<file path="src/rtl/demux1x32_reg_pkg.sv">
// Shared constants and state encoding for the registered 1-to-32 demultiplexer.
// Lane count and select width match the mux32x1 operand side.
package demux1x32_reg_pkg;

  localparam int DEMUX_NUM_OUT = 32;
  localparam int DEMUX_SEL_W   = 5;

  typedef enum logic [1:0] {
    ST_EMPTY = 2'd0,
    ST_FULL  = 2'd1,
    ST_BCAST = 2'd2
  } state_t;

endpackage

</file>
<file path="src/rtl/demux1x32_reg_dec5to32.sv">
// Combinational binary-to-one-hot decoder (5-bit select to 32 lanes).
module dec5to32
  import demux1x32_reg_pkg::*;
#(
  parameter int SEL_W   = DEMUX_SEL_W,
  parameter int NUM_OUT = DEMUX_NUM_OUT
) (
  input  logic [SEL_W-1:0]   sel,
  output logic [NUM_OUT-1:0] onehot
);

  always_comb begin
    onehot      = '0;
    onehot[sel] = 1'b1;
  end

endmodule

</file>
<file path="src/rtl/demux1x32_reg.sv">
// Registered 1-to-32 demultiplexer with a single-entry output stage and valid/ready on every lane.
// Optional broadcast to all lanes is compiled in with DEMUX_BCAST_EN.
module demux1x32_reg
  import demux1x32_reg_pkg::*;
#(
  parameter int WIDTH   = 16,
  parameter int NUM_OUT = DEMUX_NUM_OUT,
  parameter int SEL_W   = DEMUX_SEL_W
) (
  input  logic               clk,
  input  logic               rst,
  input  logic [WIDTH-1:0]   in_data,
  input  logic [SEL_W-1:0]   in_sel,
  input  logic               in_valid,
  output logic               in_ready,
  input  logic               in_bcast,
  output logic [WIDTH-1:0]   out_data,
  output logic [NUM_OUT-1:0] out_valid,
  input  logic [NUM_OUT-1:0] out_ready,
  output logic               busy
);

  state_t             state;
  logic [SEL_W-1:0]   sel_q;
  logic [NUM_OUT-1:0] in_onehot;
  logic [NUM_OUT-1:0] sel_onehot_q;
  logic               sel_ready;
  logic               accept;

  dec5to32 #(.SEL_W(SEL_W), .NUM_OUT(NUM_OUT)) u_dec_in (
    .sel    (in_sel),
    .onehot (in_onehot)
  );

  dec5to32 #(.SEL_W(SEL_W), .NUM_OUT(NUM_OUT)) u_dec_q (
    .sel    (sel_q),
    .onehot (sel_onehot_q)
  );

  assign sel_ready = |(out_ready & sel_onehot_q);

`ifdef DEMUX_BCAST_EN
  logic [NUM_OUT-1:0] pending;
  logic [NUM_OUT-1:0] pending_nxt;
  assign pending_nxt = pending & ~out_ready;
`else
  logic unused_bcast;
  assign unused_bcast = in_bcast;
`endif

  // in_ready is a function of state and out_ready only, never in_valid
  always_comb begin
    in_ready = 1'b0;
    case (state)
      ST_EMPTY: in_ready = 1'b1;
      ST_FULL:  in_ready = sel_ready;
`ifdef DEMUX_BCAST_EN
      ST_BCAST: in_ready = (pending_nxt == '0);
`endif
      default:  in_ready = 1'b0;
    endcase
  end

  assign accept = in_valid && in_ready;
  assign busy   = (state != ST_EMPTY);

  always_ff @(posedge clk or posedge rst) begin
    if (rst) begin
      state     <= ST_EMPTY;
      sel_q     <= '0;
      out_data  <= '0;
      out_valid <= '0;
`ifdef DEMUX_BCAST_EN
      pending   <= '0;
`endif
    end else if (accept) begin
      // An accept in FULL/BCAST implies the held word leaves this same cycle
      out_data <= in_data;
      sel_q    <= in_sel;
`ifdef DEMUX_BCAST_EN
      if (in_bcast) begin
        state     <= ST_BCAST;
        pending   <= '1;
        out_valid <= '1;
      end else
`endif
      begin
        state     <= ST_FULL;
        out_valid <= in_onehot;
      end
    end else begin
      case (state)
        ST_FULL: begin
          if (sel_ready) begin
            state     <= ST_EMPTY;
            out_valid <= '0;
          end
        end
`ifdef DEMUX_BCAST_EN
        ST_BCAST: begin
          pending   <= pending_nxt;
          out_valid <= pending_nxt;
          if (pending_nxt == '0) state <= ST_EMPTY;
        end
`endif
        default: ;
      endcase
    end
  end

endmodule

</file>
<file path="config.mk">
export PLATFORM = sky130hd
export DESIGN_NAME = demux1x32_reg
export DESIGN_NICKNAME = d
export VERILOG_FILES = /design/src/rtl/demux1x32_reg_pkg.sv /design/src/rtl/demux1x32_reg_dec5to32.sv /design/src/rtl/demux1x32_reg.sv
export SDC_FILE = /design/constraint.sdc
export NUM_CORES = 1
export LEC_CHECK = 0
export CAP_MARGIN = 15
export CORE_MARGIN = 2
export CORE_UTILIZATION = 38
export DETAILED_ROUTE_END_ITERATION = 6
export PLACE_DENSITY = 0.76
export SLEW_MARGIN = 15
export SYNTH_ARGS = -nofsm -noshare
export SYNTH_HDL_FRONTEND = slang
export SYNTH_SLANG_ARGS = --single-unit
</file>
<file path="constraint.sdc">
create_clock -name clk -period 2.1 [get_ports clk]
set_input_delay 0.42 -clock clk [delete_from_list [all_inputs] [get_ports clk]]
set_output_delay 0.42 -clock clk [all_outputs]
set_load 0.05 [all_outputs]
</file>
==> qor.csv, run 1 <==
stage,metric,value,unit
status,outcome,finished with violations,
status,failing checks,setup timing,
yosys,Post-synth EDFFs,0,
yosys,Synthesis Warnings,0,
pwr,pwr dens,1540,nW/um^2
worst_setup_path,Slowest cell on crit path,dfrtp_2,
global_routing,GRT Total Usage,19.4,%
worst_setup_path,Crit path buffers/inverters,2,
sta,Worst-Margin Slew,0.635,ns
yosys,post-synthesis cell type count,30,
die,cell row count,29,
clock_tree,Post-CTS Hold Buffers,0,
place,"worst slack, placed",-0.483,ns
clock_tree,clk slew on worst S/H paths,0.09,ns
global_routing,initial antenna violation count,0,
worst_setup_path,CP cell instances,buf_12 > mux2_4 > or3_4 > a31oi_4 > nand3_4 > buf_8,
routing,drt drc,0,
sta,FMAX,0.396,GHz
cells_and_area,layout cell share with drive strength beyond 1,24.2,%
worst_setup_path,"setup slack, reg-to-reg",-0.37,ns
yosys,share of the synthesized area in compound gates (AO/OA/AOI/OAI),17.1,%
yosys,post-synthesis simple-gate area fraction,6.06,%
yosys,Synth async-reset ratio,100,%
worst_setup_path,"Req. time, crit path",1.68,ns
sta,clock skew,0.00776,ns
sta,final setup violation count,54,
yosys,Mapped Nets,227,
cells_and_area,fin nets,353,
global_routing,number of global-route vias before repair,2177,
die,Initial Utilization,39.5,%
routing,routed vias,2033,
routing,DR pass1 iterations,4,
worst_setup_path,cell family with most CP delay,flip-flops,
yosys,Cells after Synth,170,
sta,Slew Limit Headroom,57.5,%
routing,1st-iter DRT viols,83,
clock_tree,Root Buffer,clkbuf_8,
routing,Routed wire per std cell,18.3,microns
worst_setup_path,Crit. End Element,output pin,
routing,Final ANT Viol Nets,0,
clock_tree,CTS buffer count,5,
cells_and_area,filler cell count,544,
global_routing,GRT overflow,0,
place,placed insts,357,
die,Die H,85.4,microns
cells_and_area,Final Cell Area,4010,sq um
pwr,leakage power,1.72,nW
yosys,post-synthesis mux area share,19.3,%
cells_and_area,antenna cells,0,
worst_setup_path,data arrival time of the worst path,2.11,ns
sta,count of pins over their slew limit,0,
global_routing,global-route wire length before repair,11.2,mm
yosys,largest family of logic cells by synthesized area,multiplexers,
sta,Final Hold Fails,0,
yosys,Mapped Avg Cell Area,14.8,sq um
worst_setup_path,Crit Path Max Fanout,6,
yosys,Post-Synth Adder-Cell Area,0,%
job,Max Cap Violations,0,
worst_setup_path,WS Path Type,flip-flop to output pin,
die,DIE AREA,7300,sq um
place,Placed Area,3780,sq um
worst_setup_path,reg2reg end,out_data[7]$_DFFE_PP0P_,
clock_tree,CTS max path bufs,2,
yosys,Post-Synth XOR/XNOR Area,0,%
worst_setup_path,CP Launch Type,flip-flop,
sta,unrepaired setup endpoints after global routing,yes,
yosys,synthesized area,2520,sq um
yosys,sequential area share after synthesis,53.6,%
place,hpwl dp,4.69,mm
worst_setup_path,worst r2r path cells,9,
pwr,worst vdd ir,0.797,mV
routing,WL final,6.83,mm
clock_tree,worst-skew pair later-pin latency,0.30,ns
clock_tree,H-Tree Depth,2,
sta,minimum hold slack,0.491,ns
sta,Final Cycle Share,120,%
die,Ports,107,
place,GPL Wtd Cong,0.738,
die,Core Area,6390,sq um
worst_setup_path,FF-to-FF Start,sel_q[0]$_DFFE_PP0P_,
worst_setup_path,Max stage delay on crit path,0.47,ns
yosys,Synth Register Bits,54,
cells_and_area,non-filler instance count after layout,374,
clock_tree,CTS tree,yes,
sta,post-layout min period,2.53,ns
sta,Final WS setup,-0.428,ns
die,chip width,85.4,microns
cells_and_area,Area Growth Syn to Fin,59.0,%
yosys,"Primary FF master, synth",dfrtp_1,
place,Port Buffers,105,
global_routing,largest net degree at the start of global routing,55,
worst_hold_path,HP Class,input port to async pin,
clock_tree,Sink Count,54,
routing,Via-to-Cell Ratio,5.44,
## stage by stage
step	setup TNS (ns)	power [mW]	utilization, %
floorplan	-1.60	4.11	-
global placement	-23.73	5.07	59.1
detailed placement	-25.01	5.13	59.1
CTS	-17.83	6.16	62.4
global route	-21.14	6.49	62.7
finish	-14.64	6.16	62.7
## state kept, by name (all words and copies together) (netlist names)
| name | count |
|---|---|
| sel_q | 5 |
| out_data | 16 |
| state | 1 |
| out_valid | 32 |
## logic make-up (layout without fill, tap and decap cells)
logic type | count (synthesis) | count (layout)
muxes | 32 | 32
buffers and inverters | 16 | 143
and+or+nand+nor | 27 | 27
DFF | 54 | 54
AOI/OAI and AO/OA | 41 | 41
## cell usage in the layout (no fill, tap or decap), drive strengths merged, types with 2 or more instances in the layout
cell type	netlist	routed
clkdlybuf4s50	0	104
dfrtp	54	54
a32o	33	33
buf	10	25
mux2	23	23
clkbuf	1	7
nor2	6	6
mux4	5	5
inv	5	5
nand2	5	5
mux2i	4	4
nor3b	4	4
and3	3	3
a31oi	2	2
nor3	2	2
and3b	2	2
clkinv	0	2
## repair_timing
item                                   in CTS  in global routing
pin swaps                                   1                  5
setup endpoints to repair                  55                 55
gates cloned                                2                  1
endpoints found under the hold margin       0                  0
buffers inserted                            5                  2
gates resized for setup                     7                 10
## per-layer routing
| metal | up-vias | track usage (%) | routed length, microns |
|---|---|---|---|
| met4 | 0 | 3.61 | 53 |
| met5 | - | 0 | 0 |
| met2 | 73 | 32.4 | 3390 |
| li1 | 926 | - | - |
| met3 | 7 | 4.47 | 482 |
| met1 | 1027 | 26.3 | 2900 |
## power by group
part           leakage [nW]  internal, mW  switching (mW)
Combinational         0.976          1.94            2.13
Clock                0.0452         0.236           0.331
Sequential            0.701          1.31           0.215
## worst max path at each step
| stage | depth (start not counted) | slack, ns | to | startpoint |
|---|---|---|---|---|
| after floorplan | 6 | -0.09 | in_ready | sel_q[0]$_DFFE_PP0P_ |
| after global placement | 8 | -0.45 | out_data[8]$_DFFE_PP0P_ | out_ready[7] |
| after detailed placement | 8 | -0.48 | out_data[11]$_DFFE_PP0P_ | out_ready[7] |
| after CTS | 6 | -0.39 | in_ready | sel_q[0]$_DFFE_PP0P_ |
| after global routing | 6 | -0.49 | in_ready | sel_q[0]$_DFFE_PP0P_ |
| final | 6 | -0.43 | in_ready | sel_q[0]$_DFFE_PP0P_ |
## cell usage after synthesis (3+ instances only)
cell type	count	area [sq um]
a32o_1	33	330
and3_1	3	18.8
buf_2	3	15.0
buf_4	3	22.5
buf_6	3	33.8
dfrtp_1	54	1350
inv_1	5	18.8
mux2_2	3	33.8
mux2_4	20	300
mux2i_1	4	40.0
mux4_2	5	113
nand2_1	5	18.8
nor2_1	6	22.5
nor3b_1	4	30.0
## worst register-to-register path, stage by stage, from the launching register on
cell and delay, ns:
dfrtp_2 0.47, buf_12 0.16, mux2_4 0.30, or3_4 0.34, a31oi_4 0.26, buf_6 0.15
a31oi_4 0.11, buf_6 0.15, buf_16 0.14, mux2_4 0.29
## area by class of cell
| cell class | instances | area [sq um] | area share (%) |
|---|---|---|---|
| flip-flops and latches | 54 | 1350 | 33.8 |
| repair buffers | 130 | 1350 | 33.8 |
| multi-input cells | 100 | 1100 | 27.5 |
| well taps | 77 | 96.3 | 2.40 |
| clock buffers | 6 | 72.6 | 1.81 |
| inverters | 5 | 18.8 | 0.468 |
| clock inverters | 2 | 13.8 | 0.344 |
No activity file was read; power rests on OpenSTA's default activity.
==> inputs of run 2 (changes only) <==
- ABC_AREA: not set -> 1
- CORE_UTILIZATION: 38 -> 41
- MAX_ROUTING_LAYER: not set -> met4
==> run 2 against run 1 <==
The run still ends with setup timing left. Largest power group unchanged. Via count grew 44%. First-iteration DRC count grew 93%. Synthesized cell count grew 120%. Critical endpoint unchanged. Critical path depth grew 2. Final cell count grew 57%. Largest cell class is now multi-input combinational cells. Register-to-register slack gained 0.51 ns. Clock power grew 21%.
==> qor.csv, run 2 <==
stage,metric,value,unit,change
status,outcome,finished with violations,,unchanged
status,failing checks,setup timing,,unchanged
place,Port Buffers,105,,unchanged
routing,Routed wire per std cell,14.5,microns,was 18.3 microns
yosys,Synth async-reset ratio,100,%,unchanged
yosys,Synth area leaders,"dfrtp_1 (43%), nand3_2 (17%), nand2_1 (14%)",,"was dfrtp_1 (54%), a32o_1 (13%), mux2_4 (12%)"
global_routing,global-route wire length before repair,14.4,mm,was 11.2 mm
yosys,Synthesis Warnings,0,,unchanged
sta,count of pins over their slew limit,0,,unchanged
sta,clock skew,0.00903,ns,was 0.00776 ns
yosys,"count leader, synth",nand2_1,,was dfrtp_1
die,DIE AREA,8320,sq um,was 7300 sq um
clock_tree,CTS max path bufs,2,,unchanged
place,"worst slack, placed",-0.0102,ns,was -0.483 ns
cells_and_area,filler cell count,669,,was 544
yosys,Synth top area share,43.3,%,was 53.6%
cells_and_area,most frequent cells in the layout,"nand2_1 (114), clkdlybuf4s50_1 (103), nand3_1 (60)",,"was clkdlybuf4s50_1 (104), dfrtp_1 (53), a32o_1 (32)"
global_routing,number of global-route vias before repair,2929,,was 2177
yosys,synth cell count leaders,"nand2_1 (118), nand3_1 (61), dfrtp_1 (54), nand3_2 (54), nor2_1 (41)",,"was dfrtp_1 (54), a32o_1 (33), mux2_4 (20), nor2_1 (6)"
worst_setup_path,Slowest cell on crit path,dfrtp_2,,unchanged
sta,Worst-Margin Slew,0.608,ns,was 0.635 ns
yosys,post-synth top area cell,dfrtp_1,,unchanged
sta,Final Cycle Share,102,%,was 120%
die,chip width,91.2,microns,was 85.4 microns
sta,minimum hold slack,0.378,ns,was 0.491 ns
clock_tree,worst-skew pair later-pin latency,0.30,ns,about the same
clock_tree,Root Buffer,clkbuf_8,,unchanged
cells_and_area,max reg flops,32,,unchanged
pwr,worst vdd ir,0.640,mV,was 0.797 mV
yosys,post-synthesis cell type count,19,,was 30
routing,DR pass1 iterations,4,,unchanged
worst_setup_path,data arrival time of the worst path,1.73,ns,was 2.11 ns
sta,Slew Limit Headroom,59.5,%,was 57.5%
clock_tree,H-Tree Depth,2,,unchanged
worst_setup_path,CP Launch Type,flip-flop,,unchanged
worst_setup_path,cell family with most CP delay,flip-flops,,unchanged
worst_setup_path,Crit Path Max Fanout,8,,was 6
clock_tree,CTS tree,yes,,unchanged
clock_tree,Post-CTS Hold Buffers,0,,unchanged
routing,Via-to-Cell Ratio,4.99,,was 5.44
sta,Final Hold Fails,0,,unchanged
worst_setup_path,Crit. End Element,output pin,,unchanged
routing,WL final,8.52,mm,was 6.83 mm
pwr,Clk network pwr share,10.8,%,was 9.2%
global_routing,GRT overflow,0,,unchanged
pwr,leakage power,2.09,nW,was 1.72 nW
cells_and_area,layout cell share with drive strength beyond 1,21.1,%,was 24.2%
sta,final setup violation count,1,,was 54
global_routing,initial antenna violation count,0,,unchanged
yosys,synthesized area,3120,sq um,was 2520 sq um
pwr,P_sw,3.24,mW,was 2.67 mW
sta,post-layout min period,2.15,ns,was 2.53 ns
job,Max Cap Violations,0,,unchanged
sta,unrepaired setup endpoints after global routing,yes,,unchanged
routing,drt drc,0,,unchanged
worst_hold_path,HP Class,input port to flip-flop,,was input port to async pin
global_routing,GRT Total Usage,21.9,%,was 19.4%
pwr,Logic pwr share,64.9,%,was 66.0%
clock_tree,clk slew on worst S/H paths,0.09,ns,about the same
sta,Final WS setup,-0.0493,ns,was -0.428 ns
global_routing,largest net degree at the start of global routing,55,,unchanged
yosys,Post-synth EDFFs,0,,unchanged
yosys,Synth Register Bits,54,,unchanged
yosys,"Primary FF master, synth",dfrtp_1,,unchanged
die,Die H,91.2,microns,was 85.4 microns
routing,routed vias,2922,,was 2033
clock_tree,Sink Count,54,,unchanged
pwr,pwr dens,1420,nW/um^2,was 1540 nW/um^2
pwr,Switching Share,51.0,%,was 43.4%
worst_setup_path,Max stage delay on crit path,0.48,ns,was 0.47 ns
clock_tree,CTS buffer count,5,,unchanged
worst_setup_path,Crit path buffers/inverters,2,,unchanged
cells_and_area,fin nets,543,,was 353
die,Core Area,7290,sq um,was 6390 sq um
worst_setup_path,CP cell instances,buf_6 > nand3_2 > nand2_1 > o21ai_2 > nand3_1 > nor2_1 > nand2_2 > buf_12,,was buf_12 > mux2_4 > or3_4 > a31oi_4 > nand3_4 > buf_8
cells_and_area,antenna cells,0,,unchanged
worst_setup_path,critical path startpoint,sel_q[1]$_DFFE_PP0P_,,was sel_q[0]$_DFFE_PP0P_
cells_and_area,register name with the most flops,out_valid,,unchanged
routing,1st-iter DRT viols,160,,was 83
die,Ports,107,,unchanged
place,GPL Wtd Cong,0.912,,was 0.738
yosys,Cells after Synth,380,,was 170
worst_setup_path,"Req. time, crit path",1.68,ns,about the same
cells_and_area,Top Registers,"out_valid x32, out_data x16, sel_q x5",,unchanged
worst_setup_path,FF-to-FF Start,sel_q[0]$_DFFE_PP0P_,,unchanged
routing,Final ANT Viol Nets,0,,unchanged
cells_and_area,Area Growth Syn to Fin,43.0,%,was 59.0%
sta,FMAX,0.465,GHz,was 0.396 GHz
pwr,Seq pwr share,24.4,%,was 24.8%
die,Initial Utilization,42.8,%,was 39.5%
yosys,Mapped Nets,437,,was 227
pwr,Int Pwr,3.11,mW,was 3.49 mW
worst_hold_path,HP Start,in_valid,,
die,cell row count,31,,was 29
worst_setup_path,WS Path Type,flip-flop to output pin,,unchanged
cells_and_area,"commonest non-fill, non-tap cell in the layout",nand2_1,,was clkdlybuf4s50_1
place,hpwl dp,6.06,mm,was 4.69 mm
yosys,Mapped Avg Cell Area,8.21,sq um,was 14.8 sq um
yosys,sequential area share after synthesis,43.3,%,was 53.6%
[run 2: changes by cell type after synthesis, moves of 5 or more]
| cell | change |
|---|---|
| nand3_1 | +61 |
| mux4_2 | -5 |
| o21ai_1 | +6 |
| buf_6 | +7 |
| mux2_4 | -20 |
| nand2_1 | +113 |
| nor2_1 | +35 |
| nand3_2 | +53 |
| a32o_1 | -33 |
[run 2: stage by stage]
step | total power, mW | TNS, ns | std cells | utilization (%) | instance area, sq um
4_1_cts | 6.32 | -0.0408 | 585 | 60.8 | 4440
3_5_place_dp | 5.47 | -0.0102 | 571 | 58.1 | 4240
3_3_place_gp | 5.40 | -0.00953 | 571 | 58.1 | 4240
2_1_floorplan | 4.48 | 0 | 380 | - | 3120
6_report | 6.35 | -0.0493 | 586 | 61.1 | 4460
5_1_grt | 6.77 | -0.157 | 586 | 61.1 | 4460
[run 2: cell families after synthesis]
logic type,synth area share (%)
simple gates,47.7
flops,43.3
compound gates,1.32
buf+inv,7.62
[run 2: worst register-to-register path, stage by stage (launching register included)]
cell and delay, ns:
dfrtp_2 0.45, buf_6 0.14, nor2_4 0.19, nand2_1 0.08, nand2_1 0.09, o21ai_2 0.07
buf_4 0.14, buf_4 0.12, nand2_1 0.05, nor2_1 0.04, nand2_1 0.08, nand2_2 0.08
buf_12 0.16, nand3_1 0.07, nand2_1 0.07
[run 2: worst paths after layout]
kind,to,slack [ns],depth (start not counted)
max,in_ready,-0.05,8
min,state[0]$_DFFE_PP0P_,0.38,3
max reg2reg,out_valid[10]$_DFFE_PP0P_,0.14,14
min reg2reg,out_data[9]$_DFFE_PP0P_,0.48,2
max in group asynchronous,sel_q[1]$_DFFE_PP0P_,1.38,3
min in group asynchronous,out_data[3]$_DFFE_PP0P_,0.47,3
[run 2: timing repair]
action / 4_1_cts / 5_1_grt
hold endpoints to repair: 0 / 0
setup buffers: 6 / 1
gates resized for setup: 13 / 5
pin swaps: 10 / 5
setup endpoints to repair: 1 / 24
[run 2: cell type report]
class	count	area (sq um)	share of cell area, %
Tap cell	99	124	2.78
Multi-Input combinational cell	288	1570	35.1
Timing Repair Buffer	124	1260	28.2
Clock inverter	1	30.0	0.674
Clock buffer	7	76.3	1.71
Inverter	13	48.8	1.09
Sequential cell	54	1350	30.4
[run 2: layer usage]
metal | up-vias | global-route usage (%) | part of all wire, %
met5 | - | - | 0
met4 | 0 | 6.06 | 1.8
met3 | 11 | 3.24 | 4.1
met2 | 76 | 35.0 | 49
met1 | 1386 | 29.3 | 45
li1 | 1449 | - | -
[run 2: power groups by stage]
stage / clock network, mW / registers, mW / logic [mW]
2_1_floorplan: 0 / 2.34 / 2.15
3_3_place_gp: 0 / 1.56 / 3.84
3_5_place_dp: 0 / 1.57 / 3.90
4_1_cts: 0.697 / 1.55 / 4.08
5_1_grt: 0.742 / 1.59 / 4.43
6_report: 0.684 / 1.55 / 4.12
==> RTL edit 1, RTL diff (flow settings as in run 2) <==
Reset style: synchronous (`rst`), changed in one clocked block.
--- a/src/rtl/demux1x32_reg.sv
+++ b/src/rtl/demux1x32_reg.sv
@@ -64,7 +64,7 @@
   assign accept = in_valid && in_ready;
   assign busy   = (state != ST_EMPTY);
 
-  always_ff @(posedge clk or posedge rst) begin
+  always_ff @(posedge clk) begin
     if (rst) begin
       state     <= ST_EMPTY;
       sel_q     <= '0;
Formal check against the unedited RTL: differs if rst is asserted again (counterexample within 4 cycles, from zero or initial values and one cycle with rst high); with rst held inactive, the same outputs for 10 cycles.
==> RTL edit 1 against run 2 <==
- the flow still finishes with violations (negative setup slack)
- synthesized area down 10%
- utilization increased by 1.4 points
- sequential cell count unchanged
- worst setup slack improved by 0.035 ns
- final area shrank 5.8%
- global-route usage is 0.71 points higher
- wire length is 0.94% higher
- largest cell class unchanged
- hold slack better by 0.10 ns
Power is not compared: it rests on default switching activity, and its combinational part moved more than twofold at a synthesized area within 25%.
==> RTL edit 1: results <==
set metrics [dict create \
    status "finished with violations" \
    violations "negative setup slack" \
    cts_buffers 5 \
    place.port_buffers 105 \
    drt-initial-drc-count 203 \
    slowest_delay_ns 0.35 \
    setup_viol 1 \
    grtUsageTotal_pct 22.62 \
    layout-drive-gt1-share_pct 13.49 \
    synthTopCellsByCount "nand3_1, nor2_1, nand2_1, dfxtp_1, a21oi_1" \
    timing.slew.headroom_pct 55.50 \
    synth-compound-area-share_pct 12.48 \
    synth_fp_nets 465 \
    firstDrtPassIters 7 \
    ys_seq_area_share_pct 38.52 \
    synthArstFlopShare_pct 0 \
    synth_cell_types 22 \
    wl_mm 8.602 \
    layout.nets 575 \
    gp_congestion 0.8287 \
    hpwl_mm 5.673 \
    h-tree-depth 2 \
    leakagePower_nw 1.666 \
    skew_ns 0.008751 \
    slowest_stage "dfxtp_2" \
    vias 3118 \
    hp-class "flip-flop to flip-flop" \
    path_clk_slew_ns 0.10 \
    reg_top3 "out_valid (32), out_data (16), sel_q (5)" \
    grt_max_degree 54 \
    grt_pass1_vias 2947 \
    ys.warnings.count 0 \
    setup_slack_ns -0.01447 \
    arrival_ns 1.69 \
    grt_pass1_wl_mm 13.48 \
    tns_ns -0.01447 \
    synth_mux_area_share_pct 0 \
    synthXorXnorAreaFrac_pct 0 \
    synth_area_leaders "dfxtp_1, nand3_1, nor2_1" \
    antennaDiodeCount 0 \
    clk_latency_ns 0.31 \
]
## RTL edit 1: cell types whose count changed after synthesis, moves of 3 or more
cell	delta
nand2_1	-57
dfrtp_1	-54
dfxtp_1	+54
nand3_2	-53
a21oi_1	+44
nand3_1	+37
nor2_1	+23
nand3b_1	+16
a21oi_2	+10
clkbuf_1	+9
buf_2	+3
buf_6	-3
## RTL edit 1: where the power goes
part	switching (mW)	internal (mW)
Sequential	0.0365	1.08
Combinational	0.526	0.375
Clock	0.335	0.357
Total	0.898	1.81
## RTL edit 1: repair_timing
action,CTS,global route
resized for setup,10,7
pin swaps,7,7
gates cloned,0,3
setup buffers,11,2
endpoints found under the setup margin,1,11
## RTL edit 1: area by class of cell
type / instances / area (um2)
clock buffer: 7 / 76.32
multi-input combinational: 307 / 1513
fill: 605 / 2519
timing repair buffer: 135 / 1341
tap: 80 / 100.1
inverter: 15 / 56.30
clock inverter: 1 / 30.03
sequential: 54 / 1084
## RTL edit 1: final timing paths
check | endpoint | start | slack (ns) | depth (start not counted)
setup / recovery | in_ready | sel_q[0]$_SDFFE_PP0P_ | -0.01 | 9
hold / removal | out_valid[19]$_SDFFE_PP0P_ | out_valid[19]$_SDFFE_PP0P_ | 0.48 | 2
setup reg to reg | out_valid[29]$_SDFFE_PP0P_ | sel_q[0]$_SDFFE_PP0P_ | 0.09 | 14
hold reg to reg | out_valid[19]$_SDFFE_PP0P_ | out_valid[19]$_SDFFE_PP0P_ | 0.48 | 2
## RTL edit 1: through the flow
| step | total power, mW | instances | setup WS (ns) | utilization [%] | instance area [um2] |
|---|---|---|---|---|---|
| 3_5_place_dp | 1.933 | 575 | -0.07130 | 57.91 | 3891 |
| 4_1_cts | 2.666 | 594 | 0.003369 | 61.10 | 4105 |
| 3_3_place_gp | 1.917 | 575 | -0.04822 | 57.91 | 3891 |
| 5_1_grt | 2.832 | 599 | -0.09208 | 62.51 | 4200 |
| 2_1_floorplan | 1.665 | 408 | 0.3160 | - | 2806 |
| 6_report | 2.706 | 599 | -0.01447 | 62.51 | 4200 |
## RTL edit 1: cell families after synthesis
group                  after synthesis
AND/OR/NAND/NOR                    246
AO/OA/AOI/OAI                       61
flip-flops                          54
buffers and inverters               47
## RTL edit 1: critical path: cells and delay by family (launching register included)
| family | cells | cell delay (ns) |
|---|---|---|
| flops | 1 | 0.35 |
| simple gates | 6 | 0.64 |
| buf+inv | 2 | 0.32 |
| compound gates | 1 | 0.07 |
## RTL edit 1: layer usage
metal / vias up / GRT usage [%] / routed length (um)
met4: 0 / 5.682 / 106
li1: 1585 / - / -
met5: - / - / 0
met2: 104 / 37.83 / 4183
met1: 1421 / 27.88 / 3804
met3: 8 / 4.762 / 507
==> RTL edit 2, RTL diff (flow settings as in run 2) <==
Without the edit above. The parameter `WIDTH` goes from 16 to 14.
--- a/src/rtl/demux1x32_reg.sv
+++ b/src/rtl/demux1x32_reg.sv
@@ -3,7 +3,7 @@
 module demux1x32_reg
   import demux1x32_reg_pkg::*;
 #(
-  parameter int WIDTH   = 16,
+  parameter int WIDTH   = 14,
   parameter int NUM_OUT = DEMUX_NUM_OUT,
   parameter int SEL_W   = DEMUX_SEL_W
 ) (
Ports: changed (resized in_data and out_data); port bits go from 107 to 103. No check against the original RTL was run, so the function may have changed too.
==> RTL edit 2 against run 2 <==
- die area fell by 15%
- clock power fell by 15%
- synthesized area fell by 16%
- wire length fell by 20%
- first-iteration DRC count fell by 40%
- final area fell by 12%
- sequential cell count fell by 2
- total power fell by 19%
- worst setup slack improved by 0.060 ns
- highest routed layer unchanged
==> RTL edit 2: results <==
set metrics [dict create \
    wl_mm 6.800 \
    hp-class "input port to async pin" \
    worstMarginPinSlew_ns 0.5173 \
    clk-power_mw 0.581 \
    multi_input_area_share_pct 30.69 \
    setup_viol 0 \
    synth_area_leaders "dfrtp_1, nand2_1, nand3_1" \
    largestClassByArea "registers" \
    ys_seq_area_share_pct 49.67 \
    clockBufferCount 6 \
    inverters_excl_clock 12 \
    clkCellAreaFrac_pct 2.341 \
    arrival_ns 1.67 \
    place.port_buffers 101 \
    layout-drive-gt1-share_pct 8.261 \
    signal_buffers 115 \
    hpwl_mm 4.880 \
    vdd_ir_drop_max_mv 0.8998 \
    cts_sinks 52 \
    reg2reg_slack_ns 0.16 \
    wl_met2_mm 3.255 \
    status "completed" \
    sh_seq_area_pct 33.42 \
    gp_congestion 0.8386 \
    grt_max_degree 53 \
    synthTopCellsByCount "nand2_1, nand3_1, dfrtp_1, nor2_1, inv_1" \
    layout.nets 515 \
    drt-initial-drc-count 96 \
    routed-wl-met3_um 274 \
]
-- RTL edit 2: worst paths after layout --
kind / startpoint / to / cells after the start
max in group asynchronous: rst / out_valid[1]$_DFFE_PP0P_ / 3
min in group clk: out_data[12]$_DFFE_PP0P_ / out_data[12]$_DFFE_PP0P_ / 2
setup / recovery: sel_q[0]$_DFFE_PP0P_ / in_ready / 8
hold / removal: rst / out_data[2]$_DFFE_PP0P_ / 3
setup reg to reg: sel_q[0]$_DFFE_PP0P_ / out_valid[27]$_DFFE_PP0P_ / 12
hold reg to reg: out_data[12]$_DFFE_PP0P_ / out_data[12]$_DFFE_PP0P_ / 2
-- RTL edit 2: stage by stage --
| step | setup slack, ns | utilization [%] | instance area (um2) | cells | power (mW) |
|---|---|---|---|---|---|
| floorplan | 0.2296 | - | 2620 | 356 | 3.459 |
| global placement | 0.02998 | 59.54 | 3737 | 526 | 4.339 |
| detailed placement | 0.001719 | 59.54 | 3737 | 526 | 4.391 |
| CTS | 0.006838 | 61.71 | 3874 | 537 | 5.101 |
| global route | -0.07988 | 62.15 | 3901 | 537 | 5.465 |
| finish | 0.01067 | 62.15 | 3901 | 537 | 5.124 |
-- RTL edit 2: cells by family after synthesis --
kind of cell	share of synthesized area (%)
DFF	49.67
AOI/OAI and AO/OA	1.337
buffers and inverters	5.349
and+or+nand+nor	43.65
-- RTL edit 2: worst max-delay path: cells and delay by family, from the launching register on --
kind | cells | cell delay, ns
AO/OA/AOI/OAI | 1 | 0.13
buffers and inverters | 2 | 0.31
flip-flops | 1 | 0.48
AND/OR/NAND/NOR | 5 | 0.45
-- RTL edit 2: layer usage --
layer | GRT usage (%) | vias up
met5 | - | -
met1 | 26.06 | 1185
li1 | - | 1344
met4 | 4.692 | 0
met3 | 2.572 | 6
met2 | 32.29 | 78
